===== config.mk =====
export PLATFORM = sky130hd
export DESIGN_NAME = uart_tx_flat
export DESIGN_NICKNAME = d
export VERILOG_FILES = /design/src/rtl/uart_pkg.sv /design/src/rtl/uart_tx_if.sv /design/src/rtl/uart_baud_cnt.sv /design/src/rtl/uart_tx.sv /design/src/flat_wrapper.sv
export SDC_FILE = /design/constraint.sdc
export NUM_CORES = 1
export LEC_CHECK = 0
export ABC_CLOCK_PERIOD_IN_PS = 3700
export CAP_MARGIN = 40
export CELL_PAD_IN_SITES_DETAIL_PLACEMENT = 0
export CELL_PAD_IN_SITES_GLOBAL_PLACEMENT = 1
export CORE_MARGIN = 10
export CORE_UTILIZATION = 37
export CTS_CLUSTER_DIAMETER = 120
export CTS_CLUSTER_SIZE = 10
export DETAILED_ROUTE_END_ITERATION = 6
export PLACE_DENSITY_LB_ADDON = 0.15
export SLEW_MARGIN = 20
export SYNTH_ARGS = -nofsm -noshare
export SYNTH_HDL_FRONTEND = slang
export SYNTH_HIERARCHICAL = 1
export SYNTH_SLANG_ARGS = --single-unit

===== constraint.sdc =====
create_clock -name clk -period 3.7 [get_ports clk]
set_input_delay 0.37 -clock clk [delete_from_list [all_inputs] [get_ports clk]]
set_output_delay 0.37 -clock clk [all_outputs]
set_load 0.03 [all_outputs]

===== src/rtl/uart_pkg.sv =====
// uart_pkg: definitions shared by the uart transmitter and receiver paths.
//   uart_state_e : frame state machine encoding (IDLE, START, DATA, PARITY, STOP)
//   DATA_BITS    : payload bits per frame
//   baud_div()   : clock cycles per line bit, truncated CLK_FREQ/BAUD
package uart_pkg;

  localparam int DATA_BITS = 8;

  typedef enum logic [2:0] {
    IDLE,
    START,
    DATA,
    PARITY,
    STOP
  } uart_state_e;

  function automatic int baud_div(input int clk_freq, input int baud);
    return clk_freq / baud;
  endfunction

endpackage


===== src/rtl/uart_tx_if.sv =====
// uart_tx_if: valid/ready byte handoff from a byte source to the transmitter.
//   tx_data  : byte to send, sampled on accept
//   tx_valid : source has a byte
//   tx_ready : transmitter can accept (accept = tx_valid && tx_ready at clk edge)
// master = byte source, slave = transmitter.
interface uart_tx_if;
  import uart_pkg::*;

  logic [DATA_BITS-1:0] tx_data;
  logic                 tx_valid;
  logic                 tx_ready;

  modport master (output tx_data, output tx_valid, input tx_ready);
  modport slave  (input tx_data, input tx_valid, output tx_ready);
endinterface


===== src/rtl/uart_baud_cnt.sv =====
// uart_baud_cnt: bit-period counter, counts 0..DIV-1 and wraps.
//   clk, rst_n : clock, asynchronous active-low reset
//   clear      : force the count back to 0 (state change / idle)
//   bit_end    : high on terminal count DIV-1
module uart_baud_cnt #(
  parameter int DIV = 5208
) (
  input  logic clk,
  input  logic rst_n,
  input  logic clear,
  output logic bit_end
);
  localparam int             W    = (DIV > 1) ? $clog2(DIV) : 1;
  localparam logic [W-1:0]   LAST = W'(DIV - 1);

  logic [W-1:0] cnt;

  always_ff @(posedge clk or negedge rst_n) begin
    if (!rst_n)                cnt <= '0;
    else if (clear || bit_end) cnt <= '0;
    else                       cnt <= cnt + 1'b1;
  end

  assign bit_end = (cnt == LAST);
endmodule


===== src/rtl/uart_tx.sv =====
// uart_tx: 8N1 uart transmitter (8E1/8O1 when UART_TX_PARITY_EN is defined).
//   clk, rst_n : system clock, asynchronous active-low reset
//   tx         : uart_tx_if.slave byte handoff (tx_data, tx_valid, tx_ready)
//   tx_busy    : frame in progress (state != IDLE)
//   tx_done    : one-cycle pulse once the stop bit has completed
//   rs232_tx   : registered serial line, idle high
// Optional feature macro: UART_TX_PARITY_EN inserts a parity bit after the
// data bits; PARITY_ODD selects odd (1) or even (0) parity.
module uart_tx
  import uart_pkg::*;
#(
  parameter int CLK_FREQ   = 50_000_000,
  parameter int BAUD       = 9600,
  parameter int PARITY_ODD = 0
) (
  input  logic      clk,
  input  logic      rst_n,
  uart_tx_if.slave  tx,
  output logic      tx_busy,
  output logic      tx_done,
  output logic      rs232_tx
);
  localparam int BAUD_DIV = baud_div(CLK_FREQ, BAUD);
  localparam logic [2:0] LAST_IDX = 3'(DATA_BITS - 1);

  uart_state_e          state, state_nxt;
  logic [2:0]           idx, idx_nxt;
  logic [DATA_BITS-1:0] data_q;
  logic                 ready_q;
  logic                 line_nxt;
  logic                 bit_end;
  logic                 clear;
  logic                 accept;

  assign accept      = tx.tx_valid && ready_q;
  assign tx.tx_ready = ready_q;
  assign tx_busy     = (state != IDLE);

  // Counter restarts on every state change; inside DATA it wraps on its own.
  assign clear = (state == IDLE) || (state_nxt != state);

  uart_baud_cnt #(.DIV(BAUD_DIV)) u_baud (
    .clk     (clk),
    .rst_n   (rst_n),
    .clear   (clear),
    .bit_end (bit_end)
  );

`ifdef UART_TX_PARITY_EN
  logic par_bit;
  assign par_bit = (^data_q) ^ (PARITY_ODD != 0);
`endif

  always_comb begin
    state_nxt = state;
    idx_nxt   = idx;
    line_nxt  = 1'b1;
    case (state)
      IDLE:  if (accept) begin
               state_nxt = START;
               idx_nxt   = '0;
             end
      START: if (bit_end) state_nxt = DATA;
      DATA:  if (bit_end) begin
               if (idx == LAST_IDX) begin
`ifdef UART_TX_PARITY_EN
                 state_nxt = PARITY;
`else
                 state_nxt = STOP;
`endif
               end else begin
                 idx_nxt = idx + 3'd1;
               end
             end
`ifdef UART_TX_PARITY_EN
      PARITY: if (bit_end) state_nxt = STOP;
`endif
      STOP:  if (bit_end) state_nxt = IDLE;
      default: state_nxt = IDLE;
    endcase

    // Line value follows the state being entered so the registered output
    // changes on the same edge as the state register.
    case (state_nxt)
      START:   line_nxt = 1'b0;
      DATA:    line_nxt = data_q[idx_nxt];
`ifdef UART_TX_PARITY_EN
      PARITY:  line_nxt = par_bit;
`endif
      default: line_nxt = 1'b1;
    endcase
  end

  always_ff @(posedge clk or negedge rst_n) begin
    if (!rst_n) begin
      state    <= IDLE;
      idx      <= '0;
      data_q   <= '0;
      ready_q  <= 1'b0;
      tx_done  <= 1'b0;
      rs232_tx <= 1'b1;
    end else begin
      state    <= state_nxt;
      idx      <= idx_nxt;
      ready_q  <= (state_nxt == IDLE);
      tx_done  <= (state == STOP) && bit_end;
      rs232_tx <= line_nxt;
      if (accept) data_q <= tx.tx_data;
    end
  end
endmodule


===== src/flat_wrapper.sv =====
// flat-port wrapper written by rule: the top's interface ports become plain ports
module uart_tx_flat import uart_pkg::*;
#(
  parameter int CLK_FREQ   = 50_000_000,
  parameter int BAUD       = 9600,
  parameter int PARITY_ODD = 0
)
  (clk, rst_n, tx_busy, tx_done, rs232_tx, tx_tx_data, tx_tx_valid, tx_tx_ready);
  uart_tx_if tx_i ();
  input  logic clk;
  input  logic rst_n;
  output logic tx_busy;
  output logic tx_done;
  output logic rs232_tx;
  input wire logic [$bits(tx_i.tx_data)-1:0] tx_tx_data;
  input wire logic [$bits(tx_i.tx_valid)-1:0] tx_tx_valid;
  output wire logic [$bits(tx_i.tx_ready)-1:0] tx_tx_ready;
  assign tx_i.tx_data = tx_tx_data;
  assign tx_i.tx_valid = tx_tx_valid;
  assign tx_tx_ready = tx_i.tx_ready;
  uart_tx #(.CLK_FREQ(CLK_FREQ), .BAUD(BAUD), .PARITY_ODD(PARITY_ODD)) u_core (.clk(clk), .rst_n(rst_n), .tx(tx_i), .tx_busy(tx_busy), .tx_done(tx_done), .rs232_tx(rs232_tx));
endmodule

Yosys cells after proc, flatten, opt, wreduce, memory -nomap -nowiden
Cells that the tools add are included.
{"block": "word_totals", "register_bits": 30, "out_inout_bits": 4, "in_bits": 11, "elab_cells": 39}
{"block": "op_classes", "mux": 14, "n_addsub": 2, "order_cmp": 1, "n_reduce_logical": 7, "eq_ne": 8}
{"op": "two-way mux 3 bit", "n": 8}
{"op": "adder 13 x 1 -> 13 bit (second input constant)", "n": 1}
{"op": "== test 13 bit (second input constant)", "n": 1}
{"op": "two-way mux 13 bit", "n": 1}
{"op": "case mux 3 bit (4 select lines)", "n": 1}
{"op": "== test 3 x 1 -> 1 bit (second input constant)", "n": 2}
{"op": "== test 3 x 2 -> 1 bit (second input constant)", "n": 2}
{"op": "== test 3 bit (second input constant)", "n": 2}
{"op": "logical NOT 3 bit", "n": 2}
{"op": "case mux 3 bit (2 select lines)", "n": 1}
{"op": "< comparator 3 x 4 -> 1 bit (second input constant)", "n": 1}
{"op": "adder 3 x 1 -> 3 bit (second input constant)", "n": 1}
{"op": "binary-select mux 1 bit (select 3 bit)", "n": 1}
{"op": "inequality test 3 bit", "n": 1}
{"op": "nonzero test 3 bit", "n": 1}
{"op": "logical AND 1 bit", "n": 2}
{"op": "logical OR 1 bit", "n": 2}
{"op": "case mux 1 bit (2 select lines)", "n": 1}
{"op": "two-way mux 1 bit", "n": 1}

Depth between registers and ports, before layout
{"block": "depth", "ltp_word": 8, "mapped_depth": 10, "depth_no_buf": 9}

Modules after synthesis
The synthesis kept the hierarchy.
{"mod": "uart_tx", "cells_per_inst": 76, "seq_area_each_um2": 426.7, "n_inst": 1, "area_per_inst_um2": 900.9}
{"mod": "uart_baud_cnt", "cells_per_inst": 68, "seq_area_each_um2": 325.3, "n_inst": 1, "area_per_inst_um2": 685.7}

Worst setup path before layout
Ideal clock, no wire load.
{"block": "synth_timing", "kind": "reg2reg", "from": "register u_core.u_baud.cnt[9]", "to": "register u_core.rs232_tx", "synth_period_minus_slack_ns": 2.338, "arrival_ns": 2.248, "setup_time_ns": 0.090, "path_stages_with_launch": 10, "slack_ns": 1.362, "required_time_ns": 3.610, "n_path_buf": 1, "cell_sequence": "dfrtp_1 > nor4b_1 > and4_1 > and4bb_4 > and2_4 > buf_6 > mux2_1 > a211oi_1 > a211o_1 > a31oi_1"}
{"block": "synth_via", "elab_chain_cells": 6, "elab_cells_between_ends": 12, "classes_between": "3 x eq/ne; 9 x mux"}
{"element": "start: declaration", "line_no": "uart_baud_cnt.sv:16", "rtl": "logic [W-1:0] cnt;"}
{"element": "start signal: assignment", "line_no": "uart_baud_cnt.sv:21", "rtl": "else cnt <= cnt + 1'b1;"}
{"element": "== test 13 bit (*)", "line_no": "uart_baud_cnt.sv:24", "rtl": "assign bit_end = (cnt == LAST);"}
{"element": "via u_core.bit_end", "line_no": "uart_tx.sv:31", "rtl": "logic bit_end;"}
{"element": "two-way mux 3 bit", "line_no": "uart_tx.sv:64", "rtl": "DATA: if (bit_end) begin"}
{"element": "case mux 3 bit (2 select lines)", "line_no": "uart_tx.sv:58", "rtl": "case (state)"}
{"element": "binary-select mux 1 bit (select 3 bit)", "line_no": "uart_tx.sv:86", "rtl": "DATA: line_nxt = data_q[idx_nxt];"}
{"element": "two-way mux 1 bit (not written as such)", "line_no": "uart_tx.sv:86"}
{"element": "case mux 1 bit (2 select lines) (*)", "line_no": "uart_tx.sv:84", "rtl": "case (state_nxt)"}
{"element": "via u_core.line_nxt", "line_no": "uart_tx.sv:30", "rtl": "logic line_nxt;"}
{"element": "end signal: assignment", "line_no": "uart_tx.sv:107", "rtl": "rs232_tx <= line_nxt;"}
{"element": "end: declaration", "line_no": "uart_tx.sv:21", "rtl": "output logic rs232_tx"}
The timed path passes the listed nets; every way through them passes the cells marked *. The select of a mux whose other input is x is not followed.
A chain may end at the register's enable or synchronous reset.

Worst setup path after layout
Ends and elaborated chain as after synthesis.

==> impl_metrics.env <==
export IMPL_finalCritPeriodShare=0.695
export IMPL_arrival_ns=2.77
export IMPL_drv_slew=0
export IMPL_crit_path_end_kind="flip-flop"
export IMPL_tightest_slew_ns=0.403
export IMPL_dieArea_sq_um=7310
export IMPL_cts_buffers=5
export IMPL_place_inst=202
export IMPL_multi_input_area_sq_um=758
export IMPL_die_width_microns=85.5
export IMPL_cp_data_required_time_ns=3.90
export IMPL_grt_overflow=0
export IMPL_ys_ff_latch=30
export IMPL_antenna_found_initial=0
export IMPL_final_util=0.453
export IMPL_ios=15
export IMPL_grt_pass1_vias=1154
export IMPL_routed_wl_microns=3060
export IMPL_fp_dieH_microns=85.5
export IMPL_tns_ns=0
export IMPL_initial_core_util=0.388
export IMPL_vdd_drop_max_mv=0.301
export IMPL_post_cts_setup_buffer_count=0
export IMPL_drt_iter0_drc=121
export IMPL_hpwl_microns=2210
export IMPL_r2r_start="u_core/u_baud/cnt[9]$_DFF_PN0_"
export IMPL_syn_area_sq_um=1590
export IMPL_crit_chain="nor4b_1, and4_1, and4bb_4, and2_4, mux2_1, a211oi_1, a211o_1, a31oi_1"
export IMPL_cts_hold_buffers=0
export IMPL_yosysWarnings=6
export IMPL_setup_viol=0
export IMPL_postRouteAntennaNets=0
export IMPL_skew_ns=0.00802
export IMPL_crit_type="reg -> reg"
export IMPL_wl_per_cell_microns=14.6
export IMPL_clkTransAtPathRegs_ns=0.07
export IMPL_clock_sinks=30
export IMPL_drc=0
export IMPL_critPathMaxFanout=6
export IMPL_seq_area_sq_um=752
export IMPL_slowest_stage="dfrtp_1"
export IMPL_nNetsFinal=172
export IMPL_final_layout_size_suffix_gt1_frac=0.194
export IMPL_synthCells=144
export IMPL_whs_ns=0.471
export IMPL_clkLatencyLatePin_ns=0.29
export IMPL_final_cell_area_sq_um=1850
export IMPL_hold_class="in -> async"
export IMPL_root_buffer="clkbuf_8"
export IMPL_crit_path_start_kind="flip-flop"
export IMPL_max_freq_mhz=389
export IMPL_area_delta_synth_final_pct=16.8
export IMPL_p_total_mw=1.06
export IMPL_first_pass_iters=4
export IMPL_finalHoldViolations=0
export IMPL_grt_use_total=0.0935
export IMPL_vias=1117
export IMPL_grt_max_degree=31
export IMPL_diodes=0
export IMPL_vias_per_cell=5.32
export IMPL_placed_area_sq_um=1740
export IMPL_leakagePower_nw=0.748
export IMPL_ys_types=47
export IMPL_cts_resized=0
export IMPL_grt_pass1_wl_microns=5550
export IMPL_maxSlewHeadroom=0.727
export IMPL_rr_endpoint="u_core/rs232_tx$_DFF_PN1_"
export IMPL_synth_area_per_cell_sq_um=11.0
export IMPL_final_min_clock_period_ns=2.57
export IMPL_htree_levels=2
export IMPL_preCtsSetupSlack_ns=1.15
export IMPL_cp_slowest_stage_delay_ns=0.44
export IMPL_rr_worst_depth=8
export IMPL_clockBufferDepth=2
export IMPL_ys_seq_area_frac=0.474
export IMPL_drv_cap=0
export IMPL_powerDensity_nw_per_um2=569
export IMPL_num_rows=23
export IMPL_outcome="completed"
export IMPL_rsz0062_at_grt="no"
export IMPL_syn_nets=157
export IMPL_port_buffers=14
export IMPL_cts_tree="built"
export IMPL_r2r_setup_slack_ns=1.13
export IMPL_finalWeightedCongestion=0.784
export IMPL_finalNonFillerCells=210
export IMPL_fill_cells=389
export IMPL_fp_coreArea_sq_um=4090
export IMPL_setup_slack_ns=1.13
## worst max-delay path: cells and delay by family, from the launching register on
kind / cells / cell delay (ns)
flip-flops: 1 / 0.44
AND/OR/NAND/NOR: 4 / 1.26
AO/OA/AOI/OAI: 3 / 0.45
multiplexers: 1 / 0.33
## flip-flops by register name, indices dropped and copies added, names as in the netlist
| register | count |
|---|---|
| u_core/u_baud/cnt | 13 |
| u_core/data_q | 8 |
| u_core/idx | 3 |
| u_core/state | 3 |
| u_core/rs232_tx | 1 |
| u_core/tx.tx_ready | 1 |
| u_core/tx_done | 1 |
## cells by family after synthesis
group	share of synthesized area
buffers and inverters	0.0481
AND/OR/NAND/NOR	0.201
AO/OA/AOI/OAI	0.130
adder cells (fa/ha/maj)	0.0158
multiplexers	0.0970
flip-flops	0.474
XOR/XNOR	0.0339
## layout by cell type (no fill, tap or decap), types with 2 or more instances in the layout
cell type and n:
and2_1 2, dfrtp_1 29, clkbuf_8 5, inv_1 5
mux2_2 9, mux2_1 2, or4_1 3, clkinvlp_4 2
nor3_1 2, nand3_1 7, xor2_1 2, a31oi_1 2
o21ai_0 4, mux2i_1 3, a211o_1 2, or3_2 2
o31ai_1 4, nor2_1 8, a21oi_1 12, ha_1 2
or3_1 2, clkdlybuf4s50_1 14, nand4_1 2, nand2_1 9
nand3b_1 2
## how the worst max path moves through the flow
stage	start	endpoint
final	u_core/u_baud/cnt[9]$_DFF_PN0_	u_core/rs232_tx$_DFF_PN1_
after global placement	u_core/u_baud/cnt[9]$_DFF_PN0_	u_core/rs232_tx$_DFF_PN1_
after detailed placement	u_core/u_baud/cnt[9]$_DFF_PN0_	u_core/rs232_tx$_DFF_PN1_
after floorplan	u_core/u_baud/cnt[9]$_DFF_PN0_	u_core/rs232_tx$_DFF_PN1_
after global routing	u_core/u_baud/cnt[9]$_DFF_PN0_	u_core/rs232_tx$_DFF_PN1_
after CTS	u_core/u_baud/cnt[9]$_DFF_PN0_	u_core/rs232_tx$_DFF_PN1_
## routing by layer
metal | global-route usage | wire, microns | vias to the layer above
met5 | 0 | 0 | -
met4 | 0.0449 | 51 | 0
met3 | 0.0363 | 171 | 6
met2 | 0.130 | 1280 | 19
met1 | 0.122 | 1560 | 535
li1 | - | - | 557
## synthesized netlist by cell type (all sizes together)
cell     instances  share of area
dfrtp           29           0.46
a21oi           13          0.043
mux2            11          0.078
nand2            9          0.021
nor2             8          0.019
nand3            7          0.022
buf              5          0.032
inv              5          0.012
or3              5          0.024
o21ai            4          0.013
o31ai            4          0.019
or4              4          0.021
and2             3          0.013
mux2i            3          0.019
nand4            3          0.016
a211o            2          0.011
a31oi            2         0.0079
and4bb           2          0.018
clkbuf           2         0.0047
ha               2          0.016
nand3b           2         0.0095
nor3             2         0.0063
xnor2            2          0.023
xor2             2          0.011
a211oi           1         0.0047
a22oi            1         0.0047
a2bb2oi          1         0.0095
a31o             1         0.0055
a41o             1         0.0063
and4             1         0.0055
dfstp            1          0.017
nand2b           1         0.0039
nand4b           1         0.0055
nor2b            1         0.0039
nor4b            1         0.0055
o221ai           1         0.0055
or3b             1         0.0055
## power breakdown
group | switching [mW] | internal (mW)
Sequential | 0.0708 | 0.411
Clock | 0.132 | 0.200
Combinational | 0.113 | 0.129
Total | 0.316 | 0.739
## cell type report
| class | instances | share of cell area |
|---|---|---|
| clock inverters | 3 | 0.0243 |
| repair buffers | 15 | 0.0797 |
| clock buffers | 5 | 0.0371 |
| multi-input cells | 102 | 0.409 |
| inverters | 5 | 0.0101 |
| well taps | 50 | 0.0338 |
| flip-flops and latches | 30 | 0.406 |
No activity file was read; power rests on OpenSTA's default activity.
